**src/rtl/pa_pkg.sv**
```systemverilog
// Shared definitions for the bundle parse queue: slot field layout,
// decoded-instruction record and the slot-serializer state type.
package pa_pkg;

  localparam int SLOT_W    = 30;
  localparam int BUNDLE_W  = 2 * SLOT_W;
  localparam int ENTRY_W   = BUNDLE_W + 2;

  localparam int FMT_BIT   = 29;
  localparam int BR_BIT    = 28;
  localparam int OPC_HI    = 27;
  localparam int OPC_LO    = 21;
  localparam int PRIM_HI   = 20;
  localparam int PRIM_LO   = 16;
  localparam int SEC_HI    = 15;
  localparam int SEC_LO    = 0;
  localparam int SECREG_HI = 15;
  localparam int SECREG_LO = 11;

  localparam logic [SLOT_W-1:0] NOP_SLOT = '0;

  typedef struct packed {
    logic        format;
    logic        branch;
    logic [6:0]  opcode;
    logic [4:0]  prim_reg;
    logic [4:0]  sec_reg;
    logic [15:0] imm;
  } decoded_instr_t;

  typedef enum logic {
    HEAD_SLOT0 = 1'b0,
    HEAD_SLOT1 = 1'b1
  } slot_state_e;

  // Reg-imm slots carry a 16-bit immediate; reg-reg slots only use [15:11].
  function automatic decoded_instr_t decode_slot(input logic [SLOT_W-1:0] slot);
    decoded_instr_t d;
    d.format   = slot[FMT_BIT];
    d.branch   = slot[BR_BIT];
    d.opcode   = slot[OPC_HI:OPC_LO];
    d.prim_reg = slot[PRIM_HI:PRIM_LO];
    if (slot[FMT_BIT]) begin
      d.sec_reg = '0;
      d.imm     = slot[SEC_HI:SEC_LO];
    end else begin
      d.sec_reg = slot[SECREG_HI:SECREG_LO];
      d.imm     = '0;
    end
    return d;
  endfunction

endpackage

```
**src/rtl/bundle_fifo.sv**
```systemverilog
// Circular bundle queue with natural pointer wrap; a push while full is
// accepted only when a pop happens on the same edge.
module bundle_fifo
  import pa_pkg::*;
#(
  parameter int DEPTH = 4,
  parameter int W     = ENTRY_W,
  localparam int AW   = $clog2(DEPTH),
  localparam int CW   = AW + 1
) (
  input  logic          clock_i,
  input  logic          reset_i,
  input  logic          flush,
  input  logic          push,
  input  logic [W-1:0]  push_data,
  input  logic          pop,
  output logic          full,
  output logic          empty,
  output logic [CW-1:0] count,
  output logic [W-1:0]  head
);

  logic [W-1:0]  mem [DEPTH];
  logic [AW-1:0] wr_ptr;
  logic [AW-1:0] rd_ptr;
  logic          push_en;
  logic          pop_en;

  assign full    = (count == CW'(DEPTH));
  assign empty   = (count == '0);
  assign pop_en  = pop && !empty;
  assign push_en = push && (!full || pop_en);
  assign head    = mem[rd_ptr];

  always_ff @(posedge clock_i) begin
    if (push_en && !reset_i && !flush) begin
      mem[wr_ptr] <= push_data;
    end
  end

  always_ff @(posedge clock_i) begin
    if (reset_i || flush) begin
      wr_ptr <= '0;
      rd_ptr <= '0;
      count  <= '0;
    end else begin
      if (push_en) wr_ptr <= wr_ptr + AW'(1);
      if (pop_en)  rd_ptr <= rd_ptr + AW'(1);
      count <= count + CW'(push_en) - CW'(pop_en);
    end
  end

endmodule

```
**src/rtl/bundle_parse_queue.sv**
```systemverilog
// Parse stage after Fetch: queues two-slot bundles, drops NOP slots and
// issues one decoded instruction per cycle with Fetch flow control.
//
// state      | meaning
// HEAD_SLOT0 | next issue comes from the head's first valid slot
// HEAD_SLOT1 | head slot0 already issued; slot1 issues next, then pop
module bundle_parse_queue
  import pa_pkg::*;
#(
  parameter int DEPTH       = 4,
  parameter int STALL_SLACK = 1
) (
  input  logic                clock_i,
  input  logic                reset_i,
  input  logic                flushBack_i,
  input  logic                enable_i,
  input  logic [BUNDLE_W-1:0] data_i,
  input  logic                stall_i,
  output logic                stall_o,
  output logic                overflow_o,
  output logic                enable_o,
  output logic                format_o,
  output logic                branch_o,
  output logic [6:0]          opcode_o,
  output logic [4:0]          primReg_o,
  output logic [4:0]          secReg_o,
  output logic [15:0]         imm_o,
  output logic                slot_o
);

  localparam int CW = $clog2(DEPTH) + 1;
  localparam logic [CW-1:0] STALL_TH = CW'(DEPTH - STALL_SLACK);

  slot_state_e        state;
  logic [SLOT_W-1:0]  in_slot0;
  logic [SLOT_W-1:0]  in_slot1;
  logic               in_v0;
  logic               in_v1;
  logic               push_req;
  logic               push_ok;
  logic               fifo_full;
  logic               fifo_empty;
  logic [CW-1:0]      fifo_count;
  logic [CW-1:0]      count_nxt;
  logic [ENTRY_W-1:0] head_entry;
  logic               head_v0;
  logic               head_v1;
  logic               sel_slot1;
  logic               last_slot;
  logic               issue;
  logic               pop;
  decoded_instr_t     dec;

  assign in_slot0 = data_i[BUNDLE_W-1:SLOT_W];
  assign in_slot1 = data_i[SLOT_W-1:0];
  assign in_v0    = (in_slot0 != NOP_SLOT);
  assign in_v1    = (in_slot1 != NOP_SLOT);

  assign head_v0  = head_entry[ENTRY_W-1];
  assign head_v1  = head_entry[ENTRY_W-2];

  // An entry is never all-NOP, so if slot0 is invalid slot1 must be valid.
  always_comb begin
    sel_slot1 = 1'b0;
    last_slot = 1'b0;
    if (state == HEAD_SLOT1) begin
      sel_slot1 = 1'b1;
      last_slot = 1'b1;
    end else if (head_v0) begin
      sel_slot1 = 1'b0;
      last_slot = !head_v1;
    end else begin
      sel_slot1 = 1'b1;
      last_slot = 1'b1;
    end
  end

  assign dec = decode_slot(sel_slot1 ? head_entry[SLOT_W-1:0]
                                     : head_entry[BUNDLE_W-1:SLOT_W]);

  assign issue     = !flushBack_i && !stall_i && !fifo_empty;
  assign pop       = issue && last_slot;
  assign push_req  = enable_i && !flushBack_i && (in_v0 || in_v1);
  assign push_ok   = push_req && (!fifo_full || pop);
  assign count_nxt = fifo_count + CW'(push_ok) - CW'(pop);

  bundle_fifo #(
    .DEPTH (DEPTH),
    .W     (ENTRY_W)
  ) u_fifo (
    .clock_i   (clock_i),
    .reset_i   (reset_i),
    .flush     (flushBack_i),
    .push      (push_ok),
    .push_data ({in_v0, in_v1, data_i}),
    .pop       (pop),
    .full      (fifo_full),
    .empty     (fifo_empty),
    .count     (fifo_count),
    .head      (head_entry)
  );

  always_ff @(posedge clock_i) begin
    if (reset_i) begin
      state      <= HEAD_SLOT0;
      stall_o    <= 1'b0;
      overflow_o <= 1'b0;
      enable_o   <= 1'b0;
      format_o   <= 1'b0;
      branch_o   <= 1'b0;
      opcode_o   <= '0;
      primReg_o  <= '0;
      secReg_o   <= '0;
      imm_o      <= '0;
      slot_o     <= 1'b0;
    end else if (flushBack_i) begin
      state    <= HEAD_SLOT0;
      stall_o  <= 1'b0;
      enable_o <= 1'b0;
    end else begin
      stall_o <= (count_nxt >= STALL_TH);
      if (push_req && !push_ok) overflow_o <= 1'b1;
      // Downstream stall freezes the output registers and the serializer.
      if (!stall_i) begin
        if (!fifo_empty) begin
          enable_o  <= 1'b1;
          format_o  <= dec.format;
          branch_o  <= dec.branch;
          opcode_o  <= dec.opcode;
          primReg_o <= dec.prim_reg;
          secReg_o  <= dec.sec_reg;
          imm_o     <= dec.imm;
          slot_o    <= sel_slot1;
          state     <= last_slot ? HEAD_SLOT0 : HEAD_SLOT1;
        end else begin
          enable_o <= 1'b0;
        end
      end
    end
  end

endmodule
```
**config.mk**
```make
export PLATFORM = sky130hd
export DESIGN_NAME = bundle_parse_queue
export DESIGN_NICKNAME = d
export VERILOG_FILES = /design/src/rtl/pa_pkg.sv /design/src/rtl/bundle_fifo.sv /design/src/rtl/bundle_parse_queue.sv
export SDC_FILE = /design/constraint.sdc
export NUM_CORES = 1
export LEC_CHECK = 0
export ABC_CLOCK_PERIOD_IN_PS = 5900
export CAP_MARGIN = 10
export CORE_MARGIN = 5
export CORE_UTILIZATION = 55
export DETAILED_ROUTE_END_ITERATION = 8
export HOLD_SLACK_MARGIN = 0.08
export PLACE_DENSITY_LB_ADDON = 0.1
export SYNTH_ARGS = -nofsm -noshare
export SYNTH_HDL_FRONTEND = slang
export SYNTH_SLANG_ARGS = --single-unit
```
**constraint.sdc**
```tcl
create_clock -name clock_i -period 5.9 [get_ports clock_i]
set_input_delay 1.475 -clock clock_i [delete_from_list [all_inputs] [get_ports clock_i]]
set_output_delay 1.475 -clock clock_i [all_outputs]
set_load 0.05 [all_outputs]
```
==> run metrics <==
Max H-tree Level 1; GR Overflow Total 0; endpoints failing hold 0; stage delay of the slowest cell on the critical path 0.94 ns; required time at the worst-slack endpoint 6.17 ns; sequential-to-total area share from yosys stat 0.740; buffers and inverters on the worst path 2; buffers from clock root to sink, at most 3; non-filler cells, final 1017; # nets final 798; slew at the pin with the worst max-slew slack 0.997 ns; switching power total 848 µW; Die Area 23700 µm²; setup repair after global routing missed its margin no; Post-Synthesis Mean Instance Area 18.8 µm²; CP Class input port to flop; areal power density over the cells 314 nW/µm²; Resized Gates After CTS 0; largest net degree at the start of global routing 45; element type at the critical path end flop; clock latency of the later-clocked register in the worst-skew pair 0.54 ns; static leakage power 0.00432 µW; fraction of power consumed by the clock network 0.422; Synthesis Warnings 0; initial antenna violation count 0; Post-route DRC 0; HPWL after detailed placement 14300 µm; maximum capacitance violations 0; Setup violations, final 0; Post-Syn Instances 607; share of the cycle needed by the critical path after routing 0.825; startpoint kind of the worst setup timing path input port; number of placed cells counting well taps 961; Worst path slowest cell o41ai_1; share of power burned in registers 0.535; number of detailed-route iterations in the first pass 5; dpl ws 0.616 ns; Hold WS 0.453 ns; Layout Area Growth over Synthesis 20.2%; Post-Route Setup TNS 0 ns; post-layout min period 4.87 ns; first-pass GRT wire length 36500 µm; total internal power 3450 µW; vias per cell 5.86; total global routing track utilization 0.198; post-synth top area cell edfxtp_1; total setup buffers inserted after CTS 0; Starting Density 0.561; final max-slew violation count 0; number of inserted diodes 0; Clock Skews 0.0107 ns; number of placement rows 52; share of post-route cells with drive strength above 1 0.167; Netlist cell types 35; placer congestion estimate 0.804; TritonCTS clock tree yes; number of register bits inferred by synthesis 297; TritonCTS buffer count 30; achievable clock frequency 205 MHz; count of input and output buffers 103; core footprint 20300 µm²; fraction of power spent switching nets 0.197; number of DRC violations after detailed-routing iteration 0 348; Chip Width 154 µm; detail-routed net length per standard cell 22.9 µm; Worst path top cell family by delay simple AND/OR/NAND/NOR gates; Clock Pin Slew Worst Setup and Hold Paths 0.06 ns; Min-Delay Path Class flop to flop; CP Cell Sequence clkdlybuf4s50_1, nor4_1, nand4_1, o41ai_1, a21oi_2, and3b_2, buf_4; Max transition margin 0.327; worst voltage drop across the vdd grid 0.243 mV; total number of vias 5956; final wirelength 23300 µm; cell types occupying the most area after synthesis edfxtp_1 65%, mux4_2 12%, dfxtp_1 8.6%; number of hold buffers added after cts 0; worst path arrival time 5.14 ns; post-synth top area share 0.654; Post-Synthesis Net Count 682; number of global-route vias before repair 6268; die boundary height 154 µm; Post-Syn Area 11400 µm²; CTS root buf clkbuf_16; I/O pin cnt 104; biggest fanout along the worst timing path 33; Antenna Nets Post-Route 0; clock tree sinks 297; worst-case setup margin in the final layout 1.03 ns; outcome complete, no violations; combinational share of power 0.043
## Yosys cell counts
| master | count |
|---|---|
| nand4_1 | 4 |
| xor2_1 | 2 |
| a21oi_1 | 28 |
| nor2_1 | 23 |
| o21ai_0 | 2 |
| inv_1 | 11 |
| o22ai_2 | 1 |
| nand4b_1 | 1 |
| mux2i_1 | 35 |
| and2_1 | 1 |
| inv_2 | 1 |
| edfxtp_1 | 248 |
| clkbuf_1 | 18 |
| nand3b_1 | 6 |
| nand2_1 | 27 |
| and3b_1 | 4 |
| or2_2 | 3 |
| a211oi_1 | 14 |
| dfxtp_1 | 49 |
| mux4_2 | 61 |
| buf_2 | 8 |
| nor4_1 | 14 |
| nor2b_1 | 1 |
| xnor2_1 | 2 |
| and3_1 | 1 |
| a21oi_2 | 1 |
| or3_1 | 18 |
| fa_1 | 2 |
| o41ai_1 | 1 |
| nor3_1 | 2 |
| buf_4 | 6 |
| a21o_1 | 1 |
| or2_1 | 2 |
| nand2b_1 | 1 |
| ha_1 | 8 |
## routing by layer
| metal | global-route usage | share of wire | vias to the layer above |
|---|---|---|---|
| li1 | - | - | 2671 |
| met1 | 0.284 | 0.43 | 3089 |
| met2 | 0.326 | 0.49 | 161 |
| met3 | 0.0298 | 0.054 | 35 |
| met4 | 0.0488 | 0.021 | 0 |
| met5 | 0 | 0 | - |
## stage by stage
| step | total power, µW | util | cell area, µm² |
|---|---|---|---|
| 2_1_floorplan | 2430 | - | 11400 |
| 3_3_place_gp | 2530 | 0.627 | 12700 |
| 3_5_place_dp | 2530 | 0.627 | 12700 |
| 4_1_cts | 4340 | 0.674 | 13700 |
| 5_1_grt | 4450 | 0.674 | 13700 |
| 6_report | 4300 | 0.674 | 13700 |
## registers in the layout (all words and copies together) (netlist names), named ones only
| signal | cells |
|---|---|
| branch_o | 1 |
| slot_o | 1 |
| state | 1 |
| stall_o | 1 |
| u_fifo.rd_ptr | 2 |
| u_fifo.mem | 248 |
| opcode_o | 7 |
| secReg_o | 5 |
| enable_o | 1 |
| u_fifo.count | 3 |
| imm_o | 16 |
| u_fifo.wr_ptr | 2 |
| primReg_o | 5 |
| overflow_o | 1 |
| format_o | 1 |
## final cells by class
class                      count  area (µm²)
multi-input combinational    266        2780
tap                          270         338
clock inverter                 7        83.8
inverter                      12        45.0
timing repair buffer         116        1140
clock buffer                  49         863
fill                        1385        6620
sequential                   297        8430
## cells in the final DEF, fill, tap and decap left out, types with 6 or more instances in the layout
cell	count
or3_1	18
a211oi_1	14
mux4_2	61
dfxtp_1	47
a21oi_1	28
mux2i_1	34
clkdlybuf4s50_1	102
edfxtp_1	248
nor4_1	14
buf_4	12
nor2_1	23
clkbuf_1	16
inv_1	11
clkbuf_16	31
nand2_1	27
nand3b_1	6
ha_1	8
## final timing paths
check	start	to	slack, ns	cells past startpoint
max reg2reg	flop	u_fifo.mem[3][49]	2.40	5
max	data_i[44]	u_fifo.mem[2][49]	1.03	7
min	secReg_o[2]	secReg_o[2]	0.45	2
min reg2reg	secReg_o[2]	secReg_o[2]	0.45	2
## worst reg2reg max path: stages, from the launching register on
cell     delay, ns
dfxtp_4       0.70
mux4_2        0.63
a21o_1        0.26
a21oi_2       0.32
and3b_2       0.82
buf_4         0.44
## power groups by stage
| stage | clock, µW | sequential [µW] | combinational, µW |
|---|---|---|---|
| after CTS | 1850 | 2300 | 187 |
| after global routing | 1940 | 2300 | 200 |
| after floorplan | 0 | 2360 | 66.4 |
| final | 1820 | 2300 | 186 |
| after global placement | 0 | 2340 | 181 |
| after detailed placement | 0 | 2350 | 187 |
## cell families after synthesis
group                    synth area share
AO/OA/AOI/OAI                      0.0257
XOR/XNOR                          0.00308
adder cells (fa/ha/maj)            0.0123
buffers and inverters              0.0174
flip-flops                          0.740
multiplexers                        0.151
AND/OR/NAND/NOR                    0.0499
Power figures use the tool's default switching activity.
==> RTL edit: new RTL, same flow settings <==
Make the reset (`reset_i`) asynchronous in one clocked block.
--- a/src/rtl/bundle_parse_queue.sv
+++ b/src/rtl/bundle_parse_queue.sv
@@ -100,7 +100,7 @@
     .head      (head_entry)
   );
 
-  always_ff @(posedge clock_i) begin
+  always_ff @(posedge clock_i or posedge reset_i) begin
     if (reset_i) begin
       state      <= HEAD_SLOT0;
       stall_o    <= 1'b0;
Behaviour: differs if reset_i is asserted again (counterexample within 4 cycles, from zero or initial values and one cycle with reset_i high); with reset_i held inactive, the same outputs for 4 cycles.
==> RTL edit against the unedited design <==
  * Worst setup slack better by 0.31 ns
  * Area after synthesis rose by 0.93%
  * Die area is 0.87% higher
  * First-iteration DRC count increased by 23%
  * Maximum frequency increased by 6.8%
  * Clock skew grew 0.0077 ns
  * Wire length shrank 0.90%
  * Design area is 1.1% higher
  * Core utilization grew 0.34 points
  * Sequential cell count unchanged
  * Hold slack gained 0.023 ns
  * Largest cell class unchanged
  * Highest routed layer unchanged
  * Non-clock buffer count decreased by 2
Power is not compared: it rests on default switching activity, and its combinational part moved more than twofold at a synthesized area within 25%.
==> RTL edit: results (changes against the unedited design) <==
* Placer congestion estimate at 0.774 (was 0.804)
* Vias in the first global route at 6206 (was 6268)
* Number of distinct library cell variants in the gate-level netlist after synthesis at 39 (was 35)
* Global-route wire length before repair at 36.0 mm (was 36.5 mm)
* Setup slack of the most critical reg-to-reg path at 2.20 ns (was 2.40 ns)
* Worst slack, placed at 0.871 ns (was 0.616 ns)
* Startpoint of the most critical hold path: primReg_o[0]$_DFFE_PP0P_ (was secReg_o[2]$_SDFFE_PP0P_)
* Post-layout nets at 777 (was 798)
* Biggest area contributors in the synthesized netlist: sky130_fd_sc_hd__edfxtp_1, sky130_fd_sc_hd__mux4_2, sky130_fd_sc_hd__dfrtp_1 (was sky130_fd_sc_hd__edfxtp_1, sky130_fd_sc_hd__mux4_2, sky130_fd_sc_hd__dfxtp_1)
* Most used flip-flop cell after synthesis: sky130_fd_sc_hd__edfxtp_1 (unchanged)
* Filler cell count at 1375 (was 1385)
* Detailed router's first-iteration violation count at 427 (was 348)
* Top fanout value on the critical path at 34 (was 33)
* Capturing point of the worst reg2reg path: u_fifo.mem[3][31]$_DFFE_PP_ (was u_fifo.mem[3][49]$_DFFE_PP_)
* Worst clock skew at 0.0184 ns (was 0.0107 ns)
* Maximum number of pins on one net before global-route repair at 63 (was 45)
* R2R cell count at 7 (was 5)
* Number of search-and-repair iterations in the first detailed-routing pass at 4 (was 5)
* Fraction of synthesis flops using an asynchronous set or reset pin at 0.135 (was 0)
* Layout cell share with drive strength beyond 1 at 0.190 (was 0.167)
* Max Buffers Root-to-Sink at 3 (unchanged)
* Share of the yosys chip area belonging to registers at 0.751 (was 0.740)
* Crit-path max cell delay at 0.82 ns (was 0.94 ns)
* Cell Area, Placed at 12800 um2 (was 12700 um2)
* Post-detailed-route wirelength per cell at 23.2 um (was 22.9 um)
* Post-detail-place hpwl at 14.3 mm (about the same)
* Tightest slew margin relative to the limit at 0.380 (was 0.327)
* Slowest stage cell on the critical path: sky130_fd_sc_hd__nor4_1 (was sky130_fd_sc_hd__o41ai_1)
* Data arrival at the endpoint of the critical path at 4.78 ns (was 5.14 ns)
* Status: finished, final reports clean (unchanged)
* Synth Warn # at 0 (unchanged)
* Most numerous cell types in the synthesized netlist: sky130_fd_sc_hd__edfxtp_1, sky130_fd_sc_hd__mux4_2, sky130_fd_sc_hd__nand2_1, sky130_fd_sc_hd__dfrtp_1, sky130_fd_sc_hd__mux2i_1 (was sky130_fd_sc_hd__edfxtp_1, sky130_fd_sc_hd__mux4_2, sky130_fd_sc_hd__dfxtp_1, sky130_fd_sc_hd__mux2i_1, sky130_fd_sc_hd__a21oi_1)
* Number of vias per cell at 5.80 (was 5.86)
* Overall track demand over capacity in global routing at 0.196 (was 0.198)
* Clock-pin transition on the worst setup and hold timing paths at 0.06 ns (about the same)
-- RTL edit: worst max path at each step --
stage | from | to | slack [ns]
floorplan | reset_i | u_fifo.mem[0][0]$_DFFE_PP_ | 1.45
global placement | data_i[46] | u_fifo.mem[3][28]$_DFFE_PP_ | 0.92
detailed placement | data_i[47] | u_fifo.mem[3][27]$_DFFE_PP_ | 0.87
CTS | data_i[46] | u_fifo.mem[3][31]$_DFFE_PP_ | 1.44
global route | data_i[46] | u_fifo.mem[3][1]$_DFFE_PP_ | 1.32
finish | data_i[46] | u_fifo.mem[3][31]$_DFFE_PP_ | 1.34
-- RTL edit: cells by family after synthesis --
kind of cell,share of synthesized area
muxes,0.152
buffers and inverters,0.0149
xor gates and xnor gates,0.00381
DFF,0.751
and+or+nand+nor,0.0356
AOI/OAI and AO/OA,0.0306
adders and majority gates,0.0122
-- RTL edit: per-stage QoR --
step                std cells  hold WS [ns]
floorplan                 583         0.468
global placement          940         0.459
detailed placement        940         0.470
CTS                       996         0.483
global route              996         0.503
finish                    996         0.476
-- RTL edit: final cells by class --
cell class                 count  area, um2  share of cell area
clock inverter                14        166              0.0120
inverter                      11       41.3             0.00298
sequential                   297       8630               0.624
multi-input combinational    248       2700               0.195
clock buffer                  42        846              0.0611
timing repair buffer         114       1110              0.0805
tap                          270        338              0.0244
-- RTL edit: power groups by stage --
stage               combinational [W]  clock [W]  sequential, W
CTS                          0.000726    0.00194        0.00244
detailed placement           0.000725          0        0.00248
finish                       0.000718    0.00189        0.00244
global route                 0.000755    0.00203        0.00245
global placement             0.000717          0        0.00248
floorplan                    0.000127          0        0.00277
-- RTL edit: per-layer routing --
layer,part of all wire,routed length (um),global-route usage
met3,0.044,1020,0.0307
met1,0.45,10500,0.289
met2,0.48,11200,0.317
met5,0,0,0
met4,0.017,382,0.0399
